[config.mk]
export PLATFORM = sky130hd
export DESIGN_NAME = ls_unit_flat
export DESIGN_NICKNAME = d
export VERILOG_FILES = /design/src/rtl/ls_unit_pkg.sv /design/src/rtl/ls_unit_if.sv /design/src/rtl/ls_unit.sv /design/src/flat_wrapper.sv
export SDC_FILE = /design/constraint.sdc
export NUM_CORES = 1
export LEC_CHECK = 0
export ABC_AREA = 1
export BUFFER_PORTS_ARGS = -buffer_cell sky130_fd_sc_hd__buf_2
export CAP_MARGIN = 20
export CELL_PAD_IN_SITES_DETAIL_PLACEMENT = 0
export CELL_PAD_IN_SITES_GLOBAL_PLACEMENT = 1
export CORE_ASPECT_RATIO = 1.75
export CORE_MARGIN = 3
export CORE_UTILIZATION = 42
export DETAILED_ROUTE_END_ITERATION = 12
export PLACE_DENSITY = 0.89
export SETUP_SLACK_MARGIN = 0.3
export SYNTH_ARGS = -nofsm -noshare
export SYNTH_HDL_FRONTEND = slang
export SYNTH_SLANG_ARGS = --single-unit
[constraint.sdc]
create_clock -name clk -period 6.7 [get_ports clk]
set_input_delay 0.335 -clock clk [delete_from_list [all_inputs] [get_ports clk]]
set_output_delay 0.335 -clock clk [all_outputs]
set_load 0.03 [all_outputs]
[src/rtl/ls_unit_pkg.sv]
// Shared constants for the load/store buffer, ROB and load/store unit:
// opcode encoding, ROB tag width and the common zero values.
package ls_unit_pkg;
  localparam int OPENUM_W = 3;
  localparam int ROB_ID_W = 4;

  // All load opcodes encode at or below OP_LHU.
  typedef enum logic [OPENUM_W-1:0] {
    OP_LB  = 3'd0,
    OP_LH  = 3'd1,
    OP_LW  = 3'd2,
    OP_LBU = 3'd3,
    OP_LHU = 3'd4,
    OP_SB  = 3'd5,
    OP_SH  = 3'd6,
    OP_SW  = 3'd7
  } openum_e;

  localparam logic [ROB_ID_W-1:0] ZERO_ROB  = '0;
  localparam logic [31:0]         ZERO_WORD = '0;

  function automatic logic is_load(openum_e op);
    return op <= OP_LHU;
  endfunction

  // Index of the final byte of an access (byte count minus one).
  function automatic logic [1:0] last_idx(openum_e op);
    case (op)
      OP_LH, OP_LHU, OP_SH: return 2'd1;
      OP_LW, OP_SW:         return 2'd3;
      default:              return 2'd0;
    endcase
  endfunction
endpackage

[src/rtl/ls_unit_if.sv]
// Load/store unit bus bundle: LSB request, byte-wide memory port and CDB result.
interface ls_unit_if;
  import ls_unit_pkg::*;

  logic                rdy;
  logic                enable_signal_from_lsb;
  openum_e             openum_from_lsb;
  logic [31:0]         mem_address_from_lsb;
  logic [31:0]         stored_data_from_lsb;
  logic [ROB_ID_W-1:0] rob_id_from_lsb;
  logic                rollback_signal;
  logic                busy_signal_to_lsb;
  logic                mem_req;
  logic [31:0]         mem_addr;
  logic                mem_wr;
  logic [7:0]          mem_wdata;
  logic                mem_ready;
  logic [7:0]          mem_rdata;
  logic                valid_signal;
  logic [ROB_ID_W-1:0] rob_id_out;
  logic [31:0]         result_out;

  modport slave (
    input  rdy, enable_signal_from_lsb, openum_from_lsb, mem_address_from_lsb,
           stored_data_from_lsb, rob_id_from_lsb, rollback_signal, mem_ready, mem_rdata,
    output busy_signal_to_lsb, mem_req, mem_addr, mem_wr, mem_wdata,
           valid_signal, rob_id_out, result_out
  );

  modport master (
    output rdy, enable_signal_from_lsb, openum_from_lsb, mem_address_from_lsb,
           stored_data_from_lsb, rob_id_from_lsb, rollback_signal, mem_ready, mem_rdata,
    input  busy_signal_to_lsb, mem_req, mem_addr, mem_wr, mem_wdata,
           valid_signal, rob_id_out, result_out
  );
endinterface

[src/rtl/ls_unit.sv]
// Load/store unit: serialises one LSB request into byte accesses on the memory
// port and broadcasts extended load results on the CDB.
module ls_unit
  import ls_unit_pkg::*;
(
  input logic     clk,
  input logic     rst,
  ls_unit_if.slave bus
);
  typedef enum logic {IDLE, ACCESS} state_e;

  state_e              state;
  openum_e             op_q;
  logic [31:0]         addr_q;
  logic [31:0]         data_q;
  logic [31:0]         buf_q;
  logic [ROB_ID_W-1:0] rob_q;
  logic [1:0]          cnt;
  logic [31:0]         merged;
  logic                last;
  logic                load_q;

  function automatic logic [31:0] extend(openum_e op, logic [31:0] w);
    case (op)
      OP_LB:   return {{24{w[7]}}, w[7:0]};
      OP_LH:   return {{16{w[15]}}, w[15:0]};
      OP_LBU:  return {24'd0, w[7:0]};
      OP_LHU:  return {16'd0, w[15:0]};
      default: return w;
    endcase
  endfunction

  assign load_q = is_load(op_q);
  assign last   = (cnt == last_idx(op_q));

  // Address and write byte derive from the latched request, so they stay
  // stable for as long as the controller keeps us waiting.
  assign bus.mem_addr           = addr_q + 32'(cnt);
  assign bus.mem_wdata          = data_q[{cnt, 3'b000} +: 8];
  assign bus.busy_signal_to_lsb = (state != IDLE);

  always_comb begin
    merged = buf_q;
    merged[{cnt, 3'b000} +: 8] = bus.mem_rdata;
  end

  always_ff @(posedge clk) begin
    if (rst) begin
      state            <= IDLE;
      op_q             <= OP_LB;
      addr_q           <= ZERO_WORD;
      data_q           <= ZERO_WORD;
      buf_q            <= ZERO_WORD;
      rob_q            <= ZERO_ROB;
      cnt              <= 2'd0;
      bus.mem_req      <= 1'b0;
      bus.mem_wr       <= 1'b0;
      bus.valid_signal <= 1'b0;
      bus.rob_id_out   <= ZERO_ROB;
      bus.result_out   <= ZERO_WORD;
    end else if (bus.rdy) begin
      bus.valid_signal <= 1'b0;
      unique case (state)
        IDLE: begin
          // A load arriving with a flush is already squashed; stores are committed.
          if (bus.enable_signal_from_lsb &&
              !(bus.rollback_signal && is_load(bus.openum_from_lsb))) begin
            state       <= ACCESS;
            op_q        <= bus.openum_from_lsb;
            addr_q      <= bus.mem_address_from_lsb;
            data_q      <= bus.stored_data_from_lsb;
            rob_q       <= bus.rob_id_from_lsb;
            buf_q       <= ZERO_WORD;
            cnt         <= 2'd0;
            bus.mem_req <= 1'b1;
            bus.mem_wr  <= !is_load(bus.openum_from_lsb);
          end
        end
        ACCESS: begin
          if (bus.rollback_signal && load_q) begin
            state       <= IDLE;
            bus.mem_req <= 1'b0;
          end else if (bus.mem_ready) begin
            buf_q <= merged;
            cnt   <= cnt + 2'd1;
            if (last) begin
              state       <= IDLE;
              bus.mem_req <= 1'b0;
              if (load_q) begin
                bus.valid_signal <= 1'b1;
                bus.rob_id_out   <= rob_q;
                bus.result_out   <= extend(op_q, merged);
              end
            end
          end
        end
        default: state <= IDLE;
      endcase
    end
  end
endmodule

[src/flat_wrapper.sv]
// flat-port wrapper written by rule: the top's interface ports become plain ports
module ls_unit_flat import ls_unit_pkg::*;
  (clk, rst, bus_rdy, bus_enable_signal_from_lsb, bus_openum_from_lsb, bus_mem_address_from_lsb, bus_stored_data_from_lsb, bus_rob_id_from_lsb, bus_rollback_signal, bus_mem_ready, bus_mem_rdata, bus_busy_signal_to_lsb, bus_mem_req, bus_mem_addr, bus_mem_wr, bus_mem_wdata, bus_valid_signal, bus_rob_id_out, bus_result_out);
  ls_unit_if bus_i ();
  input logic clk;
  input logic rst;
  input wire logic [$bits(bus_i.rdy)-1:0] bus_rdy;
  input wire logic [$bits(bus_i.enable_signal_from_lsb)-1:0] bus_enable_signal_from_lsb;
  input wire logic [$bits(bus_i.openum_from_lsb)-1:0] bus_openum_from_lsb;
  input wire logic [$bits(bus_i.mem_address_from_lsb)-1:0] bus_mem_address_from_lsb;
  input wire logic [$bits(bus_i.stored_data_from_lsb)-1:0] bus_stored_data_from_lsb;
  input wire logic [$bits(bus_i.rob_id_from_lsb)-1:0] bus_rob_id_from_lsb;
  input wire logic [$bits(bus_i.rollback_signal)-1:0] bus_rollback_signal;
  input wire logic [$bits(bus_i.mem_ready)-1:0] bus_mem_ready;
  input wire logic [$bits(bus_i.mem_rdata)-1:0] bus_mem_rdata;
  output wire logic [$bits(bus_i.busy_signal_to_lsb)-1:0] bus_busy_signal_to_lsb;
  output wire logic [$bits(bus_i.mem_req)-1:0] bus_mem_req;
  output wire logic [$bits(bus_i.mem_addr)-1:0] bus_mem_addr;
  output wire logic [$bits(bus_i.mem_wr)-1:0] bus_mem_wr;
  output wire logic [$bits(bus_i.mem_wdata)-1:0] bus_mem_wdata;
  output wire logic [$bits(bus_i.valid_signal)-1:0] bus_valid_signal;
  output wire logic [$bits(bus_i.rob_id_out)-1:0] bus_rob_id_out;
  output wire logic [$bits(bus_i.result_out)-1:0] bus_result_out;
  assign bus_i.rdy = bus_rdy;
  assign bus_i.enable_signal_from_lsb = bus_enable_signal_from_lsb;
  assign bus_i.openum_from_lsb = bus_openum_from_lsb;
  assign bus_i.mem_address_from_lsb = bus_mem_address_from_lsb;
  assign bus_i.stored_data_from_lsb = bus_stored_data_from_lsb;
  assign bus_i.rob_id_from_lsb = bus_rob_id_from_lsb;
  assign bus_i.rollback_signal = bus_rollback_signal;
  assign bus_i.mem_ready = bus_mem_ready;
  assign bus_i.mem_rdata = bus_mem_rdata;
  assign bus_busy_signal_to_lsb = bus_i.busy_signal_to_lsb;
  assign bus_mem_req = bus_i.mem_req;
  assign bus_mem_addr = bus_i.mem_addr;
  assign bus_mem_wr = bus_i.mem_wr;
  assign bus_mem_wdata = bus_i.mem_wdata;
  assign bus_valid_signal = bus_i.valid_signal;
  assign bus_rob_id_out = bus_i.rob_id_out;
  assign bus_result_out = bus_i.result_out;
  ls_unit u_core (.clk(clk), .rst(rst), .bus(bus_i));
endmodule
# == Word-level counts from Yosys, hierarchy flattened ==
# Cells that the tools add are included.
# totals
register_bits,145
n_memories,0
mem_bits_rw,0
word_cells,72
romBits,0
output_inout_bits,80
latch_bits,0
in_bits,85
# op_classes
div_mod_pow,0
mux,26
reduce_logical,12
n_addsub,3
n_lt_le_gt_ge,2
bitwise,2
shift,3
n_eq_ne,12
mul,0
# op_table
cell,count
case mux 32 bit (4 select lines),1
two-way mux 32 bit,3
case mux 32 bit (2 select lines),1
adder 32 x 2 -> 32 bit,1
bitwise mux 32 bit,1
"variable shift 8 x 7 -> 32 bit, first input constant",1
variable part select 32 x 6 -> 8 bit,1
variable part select 8 x 7 -> 32 bit,1
two-way mux 1 bit,13
"equality test 3 bit, second input constant",3
case mux 2 bit (2 select lines),2
AND reduction 4 bit,2
negation 5 -> 7 bit,1
"equality test 3 x 2 -> 1 bit, second input constant",2
"<= comparator 3 bit, second input constant",2
two-way mux 2 bit,3
"!= test 3 bit, second input constant",2
AND reduction 6 bit,1
"!= test 2 bit, second input constant",2
case mux 1 bit (2 select lines),2
"equality test 3 x 1 -> 1 bit, second input constant",1
logical AND 1 bit,3
logical NOT 3 bit,1
AND reduction 3 bit,1
7 further kinds,9

# == Logic depth before layout (Yosys ltp) ==
# depth
ltp_word,8
mapped_depth,14

# == Worst setup path before layout ==
# OpenSTA, ideal clock, no wires.
# synth_timing
kind,flip-flop to output port
start,register u_core.cnt[1]
end,output bus_mem_addr[30]
arrival_ns,2.738
path_slack_ns,3.627
path_stages_with_launch,13
cell_sequence,dfxtp_1 -> clkbuf_1 -> inv_1 -> clkbuf_1 -> fa_1 -> nor3_4 -> nand2_2 -> nor2_4 -> nand2_2 -> nor2_4 -> nand2_2 -> nor2_2 -> xor2_1
# synth_via
elab_chain_cells,1
# synth_lines
element,line,rtl
"start, declared",ls_unit.sv:18,logic [1:0] cnt;
"start signal, assigned",ls_unit.sv:85,cnt <= cnt + 2'd1;
adder 32 x 2 -> 32 bit,ls_unit.sv:38,assign bus.mem_addr = addr_q + 32'(cnt);
"end, declared",flat_wrapper.sv:18,output wire logic [$bits(bus_i.mem_addr)-1:0] bus_mem_addr;
# No other way between the ends.

# == Worst setup path after layout ==
# layout_timing
start,register u_core.cnt[0]
end,output bus_mem_addr[30]
# The elaborated chain is that of the path after synthesis.

==> results_tabular.tex <==
\begin{tabular}{lr}
\hline
Metric & Value \\
\hline
\multicolumn{2}{l}{\textbf{Global routing}} \\
Total congestion overflow after global routing & 0 \\
Maximum number of pins on one net before global-route repair & 107 \\
Via count of the first global-routing pass & around 6.4k \\
Antenna violations before repair & 2 \\
Global-route wire length before repair & just over 30000 um \\
Overall track demand over capacity in global routing & 20.9\% \\
\multicolumn{2}{l}{\textbf{Routing}} \\
Count of vias placed by the detailed router & 6647 \\
DRC violations left & 0 \\
Remaining antenna violation count & 0 \\
Total iterations of the first detailed-routing run & 6 \\
Post-Route WL & roughly 19000 um \\
Routed length per instance & 15.0 um \\
Routed via count divided by cell count & around 5.1 \\
Iteration-0 DRC count of the detailed router & 304 \\
\multicolumn{2}{l}{\textbf{Yosys}} \\
Most frequent cell after synthesis & sky130\_fd\_sc\_hd\_\_nor2\_1 \\
Most frequent cells after synthesis & 151 x sky130\_fd\_sc\_hd\_\_nor2\_1, 145 x sky130\_fd\_sc\_hd\_\_dfxtp\_1, 121 x sky130\_fd\_sc\_hd\_\_o21ai\_0, 85 x sky130\_fd\_sc\_hd\_\_a21oi\_1, 79 x sky130\_fd\_sc\_hd\_\_nand2\_1 \\
Portion of the post-synthesis area used by sequential elements & 41.4\% \\
Post-synthesis net count & $\sim$1.0k \\
Share of Yosys cell area claimed by the top area cell type & 41.4\% \\
Area leader, netlist & sky130\_fd\_sc\_hd\_\_dfxtp\_1 \\
EDFF count, synth & 0 \\
Dominant register cell in the synthesized netlist & sky130\_fd\_sc\_hd\_\_dfxtp\_1 \\
Leading post-synthesis cells by cell area & sky130\_fd\_sc\_hd\_\_dfxtp\_1 41\%, sky130\_fd\_sc\_hd\_\_o21ai\_0 8.6\%, sky130\_fd\_sc\_hd\_\_nor2\_1 8.1\%, sky130\_fd\_sc\_hd\_\_a21oi\_1 6.1\%, sky130\_fd\_sc\_hd\_\_nand2\_1 4.2\% \\
Cell area after synthesis & 7000 um2 \\
Total number of yosys warnings & 0 \\
Synth Register Bits & 145 \\
Async SR Flop Fraction & 0\% \\
Synth unique cells & 39 \\
Average cell area after synthesis & 7.52 um2 \\
Cells after synthesis & 932 \\
\multicolumn{2}{l}{\textbf{Timing}} \\
Number of endpoints with negative hold slack in the final report & 0 \\
Number of max-slew violations in the final report & 0 \\
Setup TNS after final layout & 0 ps \\
Setup-violating endpoint count in the final report & 0 \\
Highest clock frequency the design can meet & $\sim$260 MHz \\
Post-route clock period utilization & 56.4\% \\
RSZ-0062 raised after global routing & no \\
Max transition margin & 35.1\% \\
Final critical-path required period & between 3000 and 4000 ps \\
Final Skew & 10.3 ps \\
Actual transition at the worst max-transition pin & 973 ps \\
\multicolumn{2}{l}{\textbf{Pwr}} \\
Static leakage & approximately 3.8 nW \\
Portion of total power attributed to the clock network & between 40 and 50\% \\
Combinational Power Share & between 10\% and 20\% \\
Share of total power in sequential cells & a little over two fifths \\
Fraction of power spent switching nets & 30.2\% \\
Internal power component & around 1.5 mW \\
Maximum ir drop on the vdd rail & 163 uV \\
Power density of the placed cells & 262 nW/um2 \\
Switching component of the power & 0.668 mW \\
\multicolumn{2}{l}{\textbf{Setup path}} \\
Capturing element type of the critical path & output port \\
Critical Path Fanout Max & 22 \\
Required time reported for the critical path endpoint & 6360 ps \\
WP data arrival & 3450 ps \\
Kind of start point of the critical path & register \\
Start-to-end type of the worst setup path & reg -> out \\
\multicolumn{2}{l}{\textbf{Placement}} \\
Number of cells in the design after placement & 1262 \\
Final weighted congestion in routability-driven placement & 0.886 \\
DP HPWL & 13900 um \\
Number of port buffers & 164 \\
Placed standard-cell area & 7850 um2 \\
\multicolumn{2}{l}{\textbf{Floorplan}} \\
Width of the die & around 100 um \\
Height of the die & 177 um \\
Count of boundary I/O pins & 165 \\
Floorplan Core Area & 16100 um2 \\
Initial core utilization & 43.5\% \\
DIE AREA & 18300 um2 \\
Number of rows in the core area & 61 \\
\multicolumn{2}{l}{\textbf{Cells and area}} \\
Count of antenna diodes in the layout & 0 \\
Number of nets in the finished design & 1155 \\
Area of all placed cells without fillers & between 8000 and 9000 um2 \\
Number of filler cells placed in the layout & 1655 \\
Area growth from synthesis to layout & 20.5\% \\
Non-Filler Instances & 1295 \\
Ratio of cells with drive above 1 in the final layout & 23.0\% \\
\multicolumn{2}{l}{\textbf{Hold path}} \\
Hold WC Path Type & in -> reg \\
\multicolumn{2}{l}{\textbf{Clocking}} \\
Cells resized by post-CTS repair & 0 \\
Clock latency on the worst-skew pair & between 400 and 500 ps \\
Clock tree from TritonCTS & yes \\
Post CTS Setup Buffer Count & 0 \\
Hold-fix buffer count after cts & 0 \\
Clock net sink count & 145 \\
H-Tree Level Count & 4 \\
Worst-path clk slew & 70 ps \\
Inserted Clock Buffers & 17 \\
CTS root buf & sky130\_fd\_sc\_hd\_\_clkbuf\_16 \\
Number of buffers between clock root and the deepest sink & 2 \\
\multicolumn{2}{l}{\textbf{Job}} \\
Number of max-capacitance violations reported & 0 \\
\multicolumn{2}{l}{\textbf{Outcome}} \\
Result of the run & finished clean \\
\hline
\end{tabular}
==> metrics by stage <==
stage / setup slack (ps) / power (mW) / hold slack [ps] / utilization (%)
floorplan: 3630 / 1.20 / 444 / -
global placement: 3380 / 1.29 / 432 / 48.8
detailed placement: 3300 / 1.30 / 435 / 48.8
CTS: 2870 / 2.24 / 120 / 52.4
global route: 2610 / 2.31 / 132 / 52.4
finish: 2920 / 2.22 / 133 / 52.4
==> cell usage in the layout (no fill, tap or decap), types with 7 or more instances in the layout <==
cell,netlist,layout
sky130_fd_sc_hd__a211oi_2,10,10
sky130_fd_sc_hd__a21oi_1,85,85
sky130_fd_sc_hd__a22oi_1,16,16
sky130_fd_sc_hd__buf_2,12,164
sky130_fd_sc_hd__clkbuf_16,0,17
sky130_fd_sc_hd__dfxtp_1,145,145
sky130_fd_sc_hd__ha_1,7,7
sky130_fd_sc_hd__inv_1,78,78
sky130_fd_sc_hd__inv_2,9,10
sky130_fd_sc_hd__nand2_1,79,79
sky130_fd_sc_hd__nand3_1,21,21
sky130_fd_sc_hd__nand4_1,8,8
sky130_fd_sc_hd__nor2_1,151,150
sky130_fd_sc_hd__nor3_1,11,11
sky130_fd_sc_hd__o211a_1,16,16
sky130_fd_sc_hd__o21ai_0,121,121
sky130_fd_sc_hd__o21ai_1,22,22
sky130_fd_sc_hd__o21bai_1,16,16
sky130_fd_sc_hd__o22ai_1,16,16
sky130_fd_sc_hd__xor2_1,28,28
==> power by group through the flow <==
stage               Combinational, mW  Clock, mW  Sequential (mW)
floorplan                       0.241          0            0.955
global placement                0.330          0            0.963
detailed placement              0.332          0            0.964
CTS                             0.335      0.958            0.944
global route                    0.369      0.989            0.950
finish                          0.333      0.937            0.945
==> state kept, by name, indices dropped and copies added, names as in the netlist <==
signal and count:
u_core.addr_q 32, u_core.buf_q 32, u_core.bus.result_out 32, u_core.data_q 32, u_core.bus.rob_id_out 4, u_core.rob_q 4, u_core.op_q 3, u_core.cnt 2
u_core.bus.busy_signal_to_lsb 1, u_core.bus.mem_req 1, u_core.bus.mem_wr 1, u_core.bus.valid_signal 1
==> logic make-up after synthesis <==
family | count (synthesis) | share of synthesized area [%]
buffers and inverters | 147 | 8.79
AO/OA/AOI/OAI | 306 | 25.8
XOR/XNOR | 29 | 3.63
flip-flops | 145 | 41.4
AND/OR/NAND/NOR | 297 | 18.8
adder cells (fa/ha/maj) | 8 | 1.54
==> path summary, 6_finish.rpt <==
path / slack [ps] / to / cells past startpoint / startpoint
worst min register to register: 440 / u_core.bus.rob_id_out[3]$_SDFFE_PP0P_ / 2 / u_core.bus.rob_id_out[3]$_SDFFE_PP0P_
worst max register to register: 3220 / u_core.addr_q[3]$_SDFFE_PP0P_ / 8 / u_core.bus.busy_signal_to_lsb$_SDFFE_PP0P_
worst min-delay path: 130 / u_core.data_q[24]$_SDFFE_PP0P_ / 3 / bus_stored_data_from_lsb[24]
worst max-delay path: 2920 / bus_mem_addr[30] / 12 / u_core.cnt[0]$_SDFFE_PP0P_
==> critical path, cell delays in order (launching register included) <==
cell	delay (ps)
sky130_fd_sc_hd__dfxtp_1	870
sky130_fd_sc_hd__ha_1	270
sky130_fd_sc_hd__inv_1	80
sky130_fd_sc_hd__fa_1	450
sky130_fd_sc_hd__nor3_4	300
sky130_fd_sc_hd__nand2_2	110
sky130_fd_sc_hd__nor2_4	110
sky130_fd_sc_hd__nand2_2	100
sky130_fd_sc_hd__nor2_4	150
sky130_fd_sc_hd__nand2_2	80
sky130_fd_sc_hd__nor2_2	110
sky130_fd_sc_hd__xor2_1	150
sky130_fd_sc_hd__buf_2	220
==> per-layer routing <==
layer  GRT usage (%)  vias to the layer above  share of wire, %
met5               0                        -              0.11
met4            10.4                        4               3.5
met3            5.62                       49               6.0
met2            37.3                      180                52
met1            22.8                     3044                38
li1                -                     3370                 -
==> cell type report <==
cell class / count / area, um2 / share of cell area [%]
tap: 220 / 275 / 3.26
timing repair buffer: 169 / 858 / 10.2
sequential: 145 / 2900 / 34.4
clock inverter: 14 / 143 / 1.69
inverter: 89 / 334 / 3.96
multi-input combinational: 640 / 3490 / 41.3
clock buffer: 18 / 439 / 5.20
Note: power is estimated with default switching activity, not from simulation.
